## src/rtl/multi_producer.sv

```systemverilog
// Four-to-one round-robin merge: producers arbitrated each cycle, winner pushed into a FIFO feeding one consumer port.
// Latency: accept edge to d_out_valid is one cycle on an empty FIFO; d_out comes straight from the FIFO head.
// Backpressure: every producer ready is low while the FIFO is full (no push-through). MULTI_PRODUCER_TAG_EN adds d_out_src.
module multi_producer #(
    parameter int WIDTH      = 16,
    parameter int FIFO_DEPTH = 4
) (
    input  logic             clock,
    input  logic             rst_n,
    input  logic [WIDTH-1:0] d_in_0,
    input  logic [WIDTH-1:0] d_in_1,
    input  logic [WIDTH-1:0] d_in_2,
    input  logic [WIDTH-1:0] d_in_3,
    input  logic             d_in_valid_0,
    input  logic             d_in_valid_1,
    input  logic             d_in_valid_2,
    input  logic             d_in_valid_3,
    output logic             d_in_ready_0,
    output logic             d_in_ready_1,
    output logic             d_in_ready_2,
    output logic             d_in_ready_3,
    output logic [WIDTH-1:0] d_out,
    output logic             d_out_valid,
    input  logic             d_out_ready
`ifdef MULTI_PRODUCER_TAG_EN
    ,
    output logic [1:0]       d_out_src
`endif
);

    localparam int AW = $clog2(FIFO_DEPTH);
    localparam int CW = AW + 1;
`ifdef MULTI_PRODUCER_TAG_EN
    localparam int EW = WIDTH + 2;
`else
    localparam int EW = WIDTH;
`endif
    localparam logic [CW-1:0] FULL_C  = CW'(FIFO_DEPTH);
    localparam logic [CW-1:0] CNT_ONE = CW'(1);
    localparam logic [AW-1:0] PTR_ONE = AW'(1);

    logic [WIDTH-1:0] din [4];
    logic [3:0]       vld;
    logic [1:0]       last_q, last_d;
    logic [1:0]       grant;
    logic [1:0]       idx;
    logic             any_valid;
    logic [CW-1:0]    count_q, count_d;
    logic [AW-1:0]    wr_ptr_q, wr_ptr_d;
    logic [AW-1:0]    rd_ptr_q, rd_ptr_d;
    logic [EW-1:0]    mem_q [FIFO_DEPTH];
    logic [EW-1:0]    entry;
    logic [EW-1:0]    head;
    logic             full;
    logic             push;
    logic             pop;

    always_comb begin
        din[0] = d_in_0;
        din[1] = d_in_1;
        din[2] = d_in_2;
        din[3] = d_in_3;
    end

    assign vld = {d_in_valid_3, d_in_valid_2, d_in_valid_1, d_in_valid_0};

    // Search starts one past the last winner, so the last winner has lowest priority.
    always_comb begin
        grant     = last_q;
        any_valid = 1'b0;
        idx       = '0;
        for (int i = 1; i <= 4; i++) begin
            idx = last_q + 2'(i);
            if (!any_valid && vld[idx]) begin
                any_valid = 1'b1;
                grant     = idx;
            end
        end
    end

    assign full = (count_q == FULL_C);
    // Gating with rst_n keeps every ready low while reset is held.
    assign push = any_valid & ~full & rst_n;
    assign pop  = (count_q != '0) & d_out_ready;

    assign d_in_ready_0 = push & (grant == 2'd0);
    assign d_in_ready_1 = push & (grant == 2'd1);
    assign d_in_ready_2 = push & (grant == 2'd2);
    assign d_in_ready_3 = push & (grant == 2'd3);

`ifdef MULTI_PRODUCER_TAG_EN
    assign entry = {grant, din[grant]};
`else
    assign entry = din[grant];
`endif

    always_comb begin
        wr_ptr_d = push ? wr_ptr_q + PTR_ONE : wr_ptr_q;
        rd_ptr_d = pop  ? rd_ptr_q + PTR_ONE : rd_ptr_q;
        last_d   = push ? grant : last_q;
        count_d  = count_q;
        if (push && !pop) begin
            count_d = count_q + CNT_ONE;
        end else if (pop && !push) begin
            count_d = count_q - CNT_ONE;
        end
    end

    always_ff @(posedge clock or negedge rst_n) begin
        if (!rst_n) begin
            count_q  <= '0;
            wr_ptr_q <= '0;
            rd_ptr_q <= '0;
            last_q   <= 2'd3;
        end else begin
            count_q  <= count_d;
            wr_ptr_q <= wr_ptr_d;
            rd_ptr_q <= rd_ptr_d;
            last_q   <= last_d;
        end
    end

    // Storage needs no reset: nothing is visible unless count says so.
    always_ff @(posedge clock) begin
        if (push) begin
            mem_q[wr_ptr_q] <= entry;
        end
    end

    assign head        = mem_q[rd_ptr_q];
    assign d_out_valid = (count_q != '0);
    assign d_out       = d_out_valid ? head[WIDTH-1:0] : '0;
`ifdef MULTI_PRODUCER_TAG_EN
    assign d_out_src   = d_out_valid ? head[WIDTH +: 2] : 2'd0;
`endif

endmodule

```

## config.mk

```make
export PLATFORM = sky130hd
export DESIGN_NAME = multi_producer
export DESIGN_NICKNAME = d
export VERILOG_FILES = /design/src/rtl/multi_producer.sv
export SDC_FILE = /design/constraint.sdc
export NUM_CORES = 1
export LEC_CHECK = 0
export BUFFER_PORTS_ARGS = -buffer_cell sky130_fd_sc_hd__buf_2
export CORE_MARGIN = 5
export CORE_UTILIZATION = 45
export CTS_BUF_LIST = sky130_fd_sc_hd__clkbuf_2 sky130_fd_sc_hd__clkbuf_4 sky130_fd_sc_hd__clkbuf_8
export DETAILED_ROUTE_END_ITERATION = 7
export HOLD_SLACK_MARGIN = 0.06
export PLACE_DENSITY = 0.72
export SYNTH_ARGS = -nofsm -noshare
export SYNTH_HDL_FRONTEND = slang
export SYNTH_SLANG_ARGS = --single-unit
```

## constraint.sdc

```tcl
create_clock -name clock -period 2.3 [get_ports clock]
set_input_delay 0.23 -clock clock [delete_from_list [all_inputs] [get_ports clock]]
set_output_delay 0.23 -clock clock [all_outputs]
set_load 0.05 [all_outputs]
```

==> After elaboration in Yosys (flattened, before gate mapping) <==
Memory sizes are Yosys's and may differ from the RTL's.
Cells that the tools add are included.
Widths: inputs -> output; s select.
{ "word_totals": {"inputBits": 71, "elab_cells": 67, "output_inout_bits": 21, "ram_bits": 64, "mem_count": 1, "ff_bits": 9} }
{ "memory_table": {"columns": ["name", "depth", "word_bits", "rd", "rd_ports_with_merged_regs", "wr", "line_no", "source"], "rows": [
  ["mem_q", 4, 16, 1, 0, 1, "51", "logic [EW-1:0] mem_q [FIFO_DEPTH];"]
]} }
{ "classes": {"muxes": 24, "n_eq_ne": 4, "bitwise": 9, "addsub": 7, "order_cmp": 5, "n_reduce_logical": 13} }
{ "ops": {"columns": ["operator", "count"], "rows": [
  ["$mux 16", 3],
  ["$bmux 16 s2", 1],
  ["$lt 2x3->1 const B", 4],
  ["$mux 1", 10],
  ["$bmux 1 s2", 4],
  ["$mux 2", 4],
  ["$and 1x1->1", 7],
  ["$add 2x1->2 const B", 3],
  ["$mux 3", 2],
  ["$logic_and 1x1->1", 5],
  ["$logic_not 1->1", 5],
  ["$add 2x2->2 const B", 2],
  ["$eq 2x2->1 const B", 2],
  ["$add 3x1->3 const B", 1],
  ["$eq 3x3->1 const B", 1],
  ["$ge 3x3->1 const B", 1],
  ["$not 2->3", 1],
  ["$reduce_bool 3->1", 1],
  ["$sub 3x1->3 const B", 1],
  ["$eq 2x1->1 const B", 1],
  ["$logic_not 2->1", 1],
  ["$reduce_bool 2->1", 1],
  ["$not 1->1", 1]
]} }

==> Depth between registers and ports, before layout <==
Gate-level depths: netlist (run 1).
{ "depth": {"word_depth": 19, "depth_mapped": 9, "mapped_depth_nobuf": 8} }

==> Least setup slack after synthesis (run 1) <==
Ideal clock, no wire load.
{ "synth_path": {"path_kind": "register -> output", "from": "register last_q[1]", "to": "output port d_in_ready_3", "n_path_buf": 1, "arrival_time_ns": 2.040, "path_stages_with_launch": 6, "slack_ns": 0.030, "t_required_ns": 2.070, "cell_sequence": "dfstp_2 -> mux2_4 -> o221ai_4 -> buf_2 -> nand2_1 -> nor2_1"} }
{ "synth_via": {"elab_chain_len": 16, "word_cells_on_any_way": 29, "cone_classes": "add/sub (3); eq/ne (1); mux (16); bitwise (3); reduce/logical (6)"} }
{ "synth_lines": {"columns": ["item", "line_no", "source"], "rows": [
  ["from (decl)", "44", "logic [1:0] last_q, last_d;"],
  ["from (signal assigned)", "119", "last_q <= last_d;"],
  ["$add 2x1->2", "73", "idx = last_q + 2'(i);"],
  ["$bmux 1 s2", "74", "if (!any_valid && vld[idx]) begin"],
  ["$mux 1 (not written as such)", "74", null],
  ["$mux 1", "74", null],
  ["$logic_not 1->1", "74", null],
  ["$logic_and 1x1->1", "74", null],
  ["$mux 1", "74", null],
  ["$logic_not 1->1", "74", null],
  ["$logic_and 1x1->1", "74", null],
  ["$mux 1", "74", null],
  ["$logic_not 1->1", "74", null],
  ["$logic_and 1x1->1", "74", null],
  ["$mux 1", "74", null],
  ["$and 1x1->1 (2 in series)", "83", "assign push = any_valid & ~full & rst_n;"],
  ["$and 1x1->1 *", "89", "assign d_in_ready_3 = push & (grant == 2'd3);"],
  ["to (decl)", "21", "output logic d_in_ready_3,"]
]} }
Every way passes the cells marked *; elsewhere a longest branch is shown, timed or not. The select of a mux whose other input is x is not followed.

==> Worst setup path after layout (run 1) <==
{ "layout_path": {"from": "register last_q[0]", "to": "output port d_in_ready_0"} }
{ "layout_via": {"elab_chain_len": 16, "word_cells_on_any_way": 29, "cone_classes": "add/sub (3); mux (16); bitwise (3); reduce/logical (7)"} }
{ "layout_lines": {"columns": ["item", "line_no", "source"], "rows": [
  ["$add 2x1->2", "73", null],
  ["$bmux 1 s2", "74", null],
  ["$mux 1 (not written as such)", "74", null],
  ["$mux 1", "74", null],
  ["$logic_not 1->1", "74", null],
  ["$logic_and 1x1->1", "74", null],
  ["$mux 1", "74", null],
  ["$logic_not 1->1", "74", null],
  ["$logic_and 1x1->1", "74", null],
  ["$mux 1", "74", null],
  ["$logic_not 1->1", "74", null],
  ["$logic_and 1x1->1", "74", null],
  ["$mux 1", "74", null],
  ["$and 1x1->1 (2 in series)", "83", null],
  ["$and 1x1->1 *", "86", "assign d_in_ready_0 = push & (grant == 2'd0);"],
  ["to (decl)", "18", "output logic d_in_ready_0,"]
]} }
Marked as above.

==> flow_summary.ini, run 1 <==
[synthesis]
yosys.area.top_type = edfxtp_1
synth_nets = 330
synth_top_cells_by_area = edfxtp_1, mux4_2, nand2_1
yosysSeqAreaShare_pct = 60.0
synth_area_sq_mm = 0.00358
synth-seq-cells = 73
ys_types = 36
synth-edff-count = 64
syn_avg_cell_area_sq_um = 14.2
synthArstFlopShare_pct = 12.3
ys_warn_count = 0
synth_top_area_share_pct = 53.7
ys.flop_type = edfxtp_1
synthCells = 253

[drt]
vias = 2516
vias_per_cell = 5.40
drtPass1Iterations = 4
wire_per_inst_microns = 18.5
drt_wl_total_mm = 8.60
remaining_drc_errors = 0
drt_iter0_markers = 212
drtAntennaViolNets = 0

[die]
die-height_microns = 99.2
die_x_microns = 99.2
ioPinCount = 92
die-area_sq_mm = 0.00984
start_util_pct = 46.3
core_sq_mm = 0.00773
rows = 32

[power_and_ir_drop]
ir_drop_mv = 0.785
power.density_mw_per_mm2 = 1580
p_leak_nw = 1.78
p_total_mw = 7.12

[grt]
met2_usage_pct = 29.1
antenna_found_initial = 0
use_met1_pct = 22.6
grt.overflow.total = 0
grt_use_total_pct = 17.8
use_met3_pct = 5.89
grt_pass1_wl_mm = 13.4
grt-busiest-layer = met2
grt_max_degree = 26
grt_pass1_vias = 2639

[timing]
finClkSkew_ns = 0.0106
rsz0062_at_grt = true
clock.fmax_ghz = 0.448
worstMarginPinSlew_ns = 0.537
setup_viol = 0
maxSlewHeadroom_pct = 64.2
fin_crit_sh_pct = 97.0
hold_ws_ns = 0.189
post-route-min-period_ns = 2.23
final.setup.tns_ns = 0
slew_violations = 0
hold_violations = 0

[placed_design]
hpwl_mm = 5.98
dpl-instance-area_sq_mm = 0.00420
routabilityCongestion = 0.819
port_buffers = 91

[run]
drv_cap = 0

[worst_setup_path]
arrival_ns = 2.00
crit_fanout = 13
crit_required_ns = 2.07
start_kind = register
critPathKind = reg -> out
end_kind = primary output

[layout]
area_growth_pct = 25.6
final_area_sq_mm = 0.00450
fin_util_pct = 58.2
final_net_count = 436
diodes = 0
drive_above_1_share_pct = 44.0

[status]
status = complete, no violations

[clock_tree]
htreeDepth = 3
cts_buffers = 9
cts.clk_slew.worst_paths_ns = 0.07
insertion_delay_ns = 0.34
cts.sinks = 73
cts_tree = yes
clock-root-buffer = clkbuf_8
clk_path_buf_depth = 2

[worst_hold_path]
hold_class = in -> reg
==> state kept, by name, summed over array words and instances (netlist names) <==
| signal | count |
|---|---|
| mem_q | 64 |
| count_q | 3 |
| last_q | 2 |
| rd_ptr_q | 2 |
| wr_ptr_q | 2 |
==> power by group <==
group	leakage (nW)	switching [mW]	internal, mW
Combinational	0.972	2.34	1.29
Clock	0.121	0.459	0.738
Sequential	0.688	0.171	2.11
Total	1.78	2.97	4.14
==> cell usage after synthesis (3+ instances only) <==
master / number
xnor2_1: 4
and2_1: 20
dfrtp_1: 7
a21oi_1: 9
edfxtp_1: 64
inv_1: 7
a32oi_1: 16
clkbuf_1: 3
a21oi_2: 8
nor2_1: 4
mux4_2: 16
buf_6: 3
buf_2: 8
nand2_1: 52
ha_1: 5
==> final timing paths <==
kind,startpoint,end,slack (ns),cells after the start
max,last_q[0],d_in_ready_0,0.07,5
min,d_out_ready,rd_ptr_q[1],0.19,3
max reg2reg,last_q[1],mem_q[1][14],0.15,5
min reg2reg,count_q[2],count_q[2],0.51,1
max in group asynchronous,rst_n,last_q[0],1.74,3
min in group asynchronous,rst_n,count_q[1],0.34,3
==> layout by cell type, fill, tap and decap left out, types with 2 or more instances in the layout <==
master,instances
buf_6,2
dfstp_2,2
buf_2,87
nor2_1,4
clkbuf_4,3
buf_12,2
ha_1,5
xor2_1,2
a32oi_1,16
buf_4,17
and3_1,2
mux2_4,2
nand2_1,52
or3_1,2
clkbuf_8,9
mux4_2,16
dfrtp_1,7
a21oi_1,9
and2_1,20
xnor2_1,4
inv_1,7
bufinv_16,3
edfxtp_1,64
a21oi_2,8
==> logic make-up after synthesis <==
| group | count (synthesis) | share of synthesized area [%] |
|---|---|---|
| XOR/XNOR | 6 | 1.47 |
| multiplexers | 20 | 11.5 |
| buffers and inverters | 24 | 4.09 |
| AO/OA/AOI/OAI | 39 | 9.57 |
| flip-flops | 73 | 60.0 |
| AND/OR/NAND/NOR | 85 | 11.0 |
| adder cells (fa/ha/maj) | 6 | 2.31 |
==> worst max-delay path: stages, from the launching register on <==
cell	delay [ns]
dfstp_2	0.57
and3b_1	0.21
o31ai_4	0.23
buf_4	0.25
and3_1	0.18
clkbuf_4	0.22
==> per-layer routing <==
layer | vias up | wire, microns | share of wire [%]
met3 | 11 | 725 | 8.4
li1 | 1169 | - | -
met5 | - | 0 | 0
met2 | 123 | 4310 | 50
met4 | 0 | 154 | 1.8
met1 | 1213 | 3420 | 40
==> repair_timing <==
item	in CTS	in global routing
cloned	1	0
gates resized for setup	2	5
endpoints found under the hold margin	9	0
setup buffers	1	1
endpoints found under the setup margin	4	4
hold buffers	1	0
==> per-stage QoR <==
step                      instances  setup slack [ns]
final                           466            0.0695
after detailed placement        446             0.192
after CTS                       465            0.0128
after global placement          446             0.291
after global routing            466           -0.0238
after floorplan                 253            0.0302
==> final cells by class <==
| cell class | instances | area [sq um] |
|---|---|---|
| inverters | 7 | 26.3 |
| clock buffers | 10 | 131 |
| repair buffers | 111 | 651 |
| multi-input cells | 157 | 1300 |
| fillers | 648 | 3230 |
| flip-flops and latches | 73 | 2150 |
| clock inverters | 6 | 115 |
| well taps | 102 | 128 |
Power figures use the tool's default switching activity.
==> run 2, diff against run 1 <==
==> config.mk (replaced) <==
export PLATFORM = sky130hd
export DESIGN_NAME = multi_producer
export DESIGN_NICKNAME = d
export VERILOG_FILES = /design/src/rtl/multi_producer.sv
export SDC_FILE = /design/constraint.sdc
export NUM_CORES = 1
export LEC_CHECK = 0
export CORE_MARGIN = 5
export CORE_UTILIZATION = 45
export CTS_BUF_LIST = sky130_fd_sc_hd__clkbuf_2 sky130_fd_sc_hd__clkbuf_4 sky130_fd_sc_hd__clkbuf_8
export DETAILED_ROUTE_END_ITERATION = 7
export DONT_BUFFER_PORTS = 1
export HOLD_SLACK_MARGIN = 0.06
export SYNTH_ARGS = -nofsm -noshare
export SYNTH_HDL_FRONTEND = slang
export SYNTH_SLANG_ARGS = --single-unit
==> flow_summary.ini, run 2 (synthesis gave the netlist of run 1 again) <==
[die]
rows = 32
die-area_sq_mm = 0.00984
ioPinCount = 92
core_sq_mm = 0.00773
die_x_microns = 99.2
die-height_microns = 99.2
start_util_pct = 46.3

[timing]
clock.fmax_ghz = 0.450
rsz0062_at_grt = false
maxSlewHeadroom_pct = 64.4
fin_crit_sh_pct = 96.5
finClkSkew_ns = 0.00914
final.setup.tns_ns = 0
hold_violations = 0
post-route-min-period_ns = 2.22
worstMarginPinSlew_ns = 0.538
slew_violations = 0
setup_slack_ns = 0.0794
setup_viol = 0

[power_and_ir_drop]
p_total_mw = 6.91
switching_share_pct = 42.7
seq_power_share_pct = 33.2
p_clk_share_pct = 14.8
ir_drop_mv = 0.818
p_leak_nw = 1.45
p_switching_mw = 2.95
internal_power_mw = 3.96
power.density_mw_per_mm2 = 1680
combPwrFrac_pct = 52.1

[layout]
diodes = 0
top_register = mem_q
area_growth_pct = 15.1
drive_above_1_share_pct = 25.7
largest_reg_flops = 64
final_cell_mix = edfxtp_1, nand2_1, and2_1
reg_top3 = mem_q: 64 flops, count_q: 3 flops
final_net_count = 350
fin_util_pct = 53.3
final_common_cell = edfxtp_1

[clock_tree]
cts.clk_slew.worst_paths_ns = 0.07
insertion_delay_ns = 0.34
cts_tree = yes
clk_path_buf_depth = 2
cts_buffers = 9
cts.sinks = 73
htreeDepth = 3
clock-root-buffer = clkbuf_8

[placed_design]
port_buffers = 0
pre_cts_ws_ns = 0.239
routabilityCongestion = 0.816
hpwl_mm = 5.11

[worst_setup_path]
critPathKind = reg -> out
r2r_setup_slack_ns = 0.17
path_cells = mux2_4 > o221ai_4 > buf_12 > and3_1 > buf_12
cpMostUsedCell = buf_12
crit_slowest_cell = dfstp_2
r2r_start = last_q[1]
crit_fanout = 7
end_kind = primary output
start_kind = register
crit_required_ns = 2.07
timing.rr.end = mem_q[0][15]
arrival_ns = 1.99
max_stage_delay_ns = 0.60
r2r_cells = 6

[drt]
vias = 2172
drt_iter0_markers = 99
drt_wl_total_mm = 8.07
drtAntennaViolNets = 0
drtPass1Iterations = 5
wire_per_inst_microns = 21.3
vias_per_cell = 5.75
remaining_drc_errors = 0

[grt]
antenna_found_initial = 0
grt.overflow.total = 0
grt_pass1_wl_mm = 12.0
grt_max_degree = 23
grt_use_total_pct = 16.1
grt_pass1_vias = 2254

[worst_hold_path]
worstHoldStart = d_out_ready
holdPathStages = 2
hold-path-endpoint = rd_ptr_q[1]
hold_class = in -> reg

[status]
status = complete, no violations

[run]
drv_cap = 0
==> run 2: cell count changes in the layout (fill, tap and decap cells not counted), sizes merged <==
cell,change
clkinvlp,-1
inv,-1
clkbuf,-1
bufinv,-1
buf,-87
clkinv,+2
dlygate4sd3,+1
==> run 2: worst max-delay path, delay by kind of cell (launching register included) <==
| family | cells | cell delay, ns |
|---|---|---|
| flops | 1 | 0.60 |
| mux | 1 | 0.35 |
| buf+inv | 2 | 0.29 |
| compound gates | 1 | 0.23 |
| simple gates | 1 | 0.19 |
==> run 2: area by class of cell <==
type,instances,area [sq um]
clock buffers,9,124
clock inverters,5,72.6
fillers,644,3610
inverters,7,26.3
multi-input cells,157,1300
flip-flops and latches,73,2150
well taps,102,128
repair buffers,25,319
==> run 2: per-layer routing <==
layer / part of all wire [%] / GRT usage (%) / wire (microns) / up-vias
met5: 0 / 0 / 0 / -
met4: 1.5 / 6.09 / 118 / 0
met3: 9.5 / 4.70 / 770 / 10
met2: 49 / 25.8 / 3940 / 85
met1: 40 / 20.9 / 3240 / 1086
li1: - / - / - / 991
==> run 2: worst max path at each step <==
stage               startpoint            to
floorplan            last_q[1]  d_in_ready_3
global placement     last_q[1]  d_in_ready_3
detailed placement  count_q[1]    count_q[2]
CTS                  last_q[1]  d_in_ready_3
global route         last_q[1]  d_in_ready_3
finish               last_q[1]  d_in_ready_1
==> run 2: power groups by stage <==
stage	Sequential, mW	Combinational [mW]	Clock, mW
after floorplan	2.24	2.80	0
after global placement	2.31	3.29	0
after detailed placement	2.32	3.36	0
after CTS	2.29	3.45	1.05
after global routing	2.34	3.86	1.11
final	2.29	3.60	1.02
==> run 2: timing repair <==
action | in CTS | in global routing
setup endpoints to repair | 4 | 17
hold buffers | 2 | 0
resized for setup | 5 | 2
cloned | 1 | 2
buffers inserted | 0 | 5
endpoints found under the hold margin | 10 | 0
pin swaps | 0 | 2
==> run 2: per-stage QoR <==
step           instance area (sq um)  cells  hold slack (ns)
6_report                        4120    378           0.0771
5_1_grt                         4120    378           0.0796
4_1_cts                         4030    371           0.0632
3_5_place_dp                    3780    354          -0.0652
3_3_place_gp                    3780    354          -0.0653
2_1_floorplan                   3580    253          -0.0656
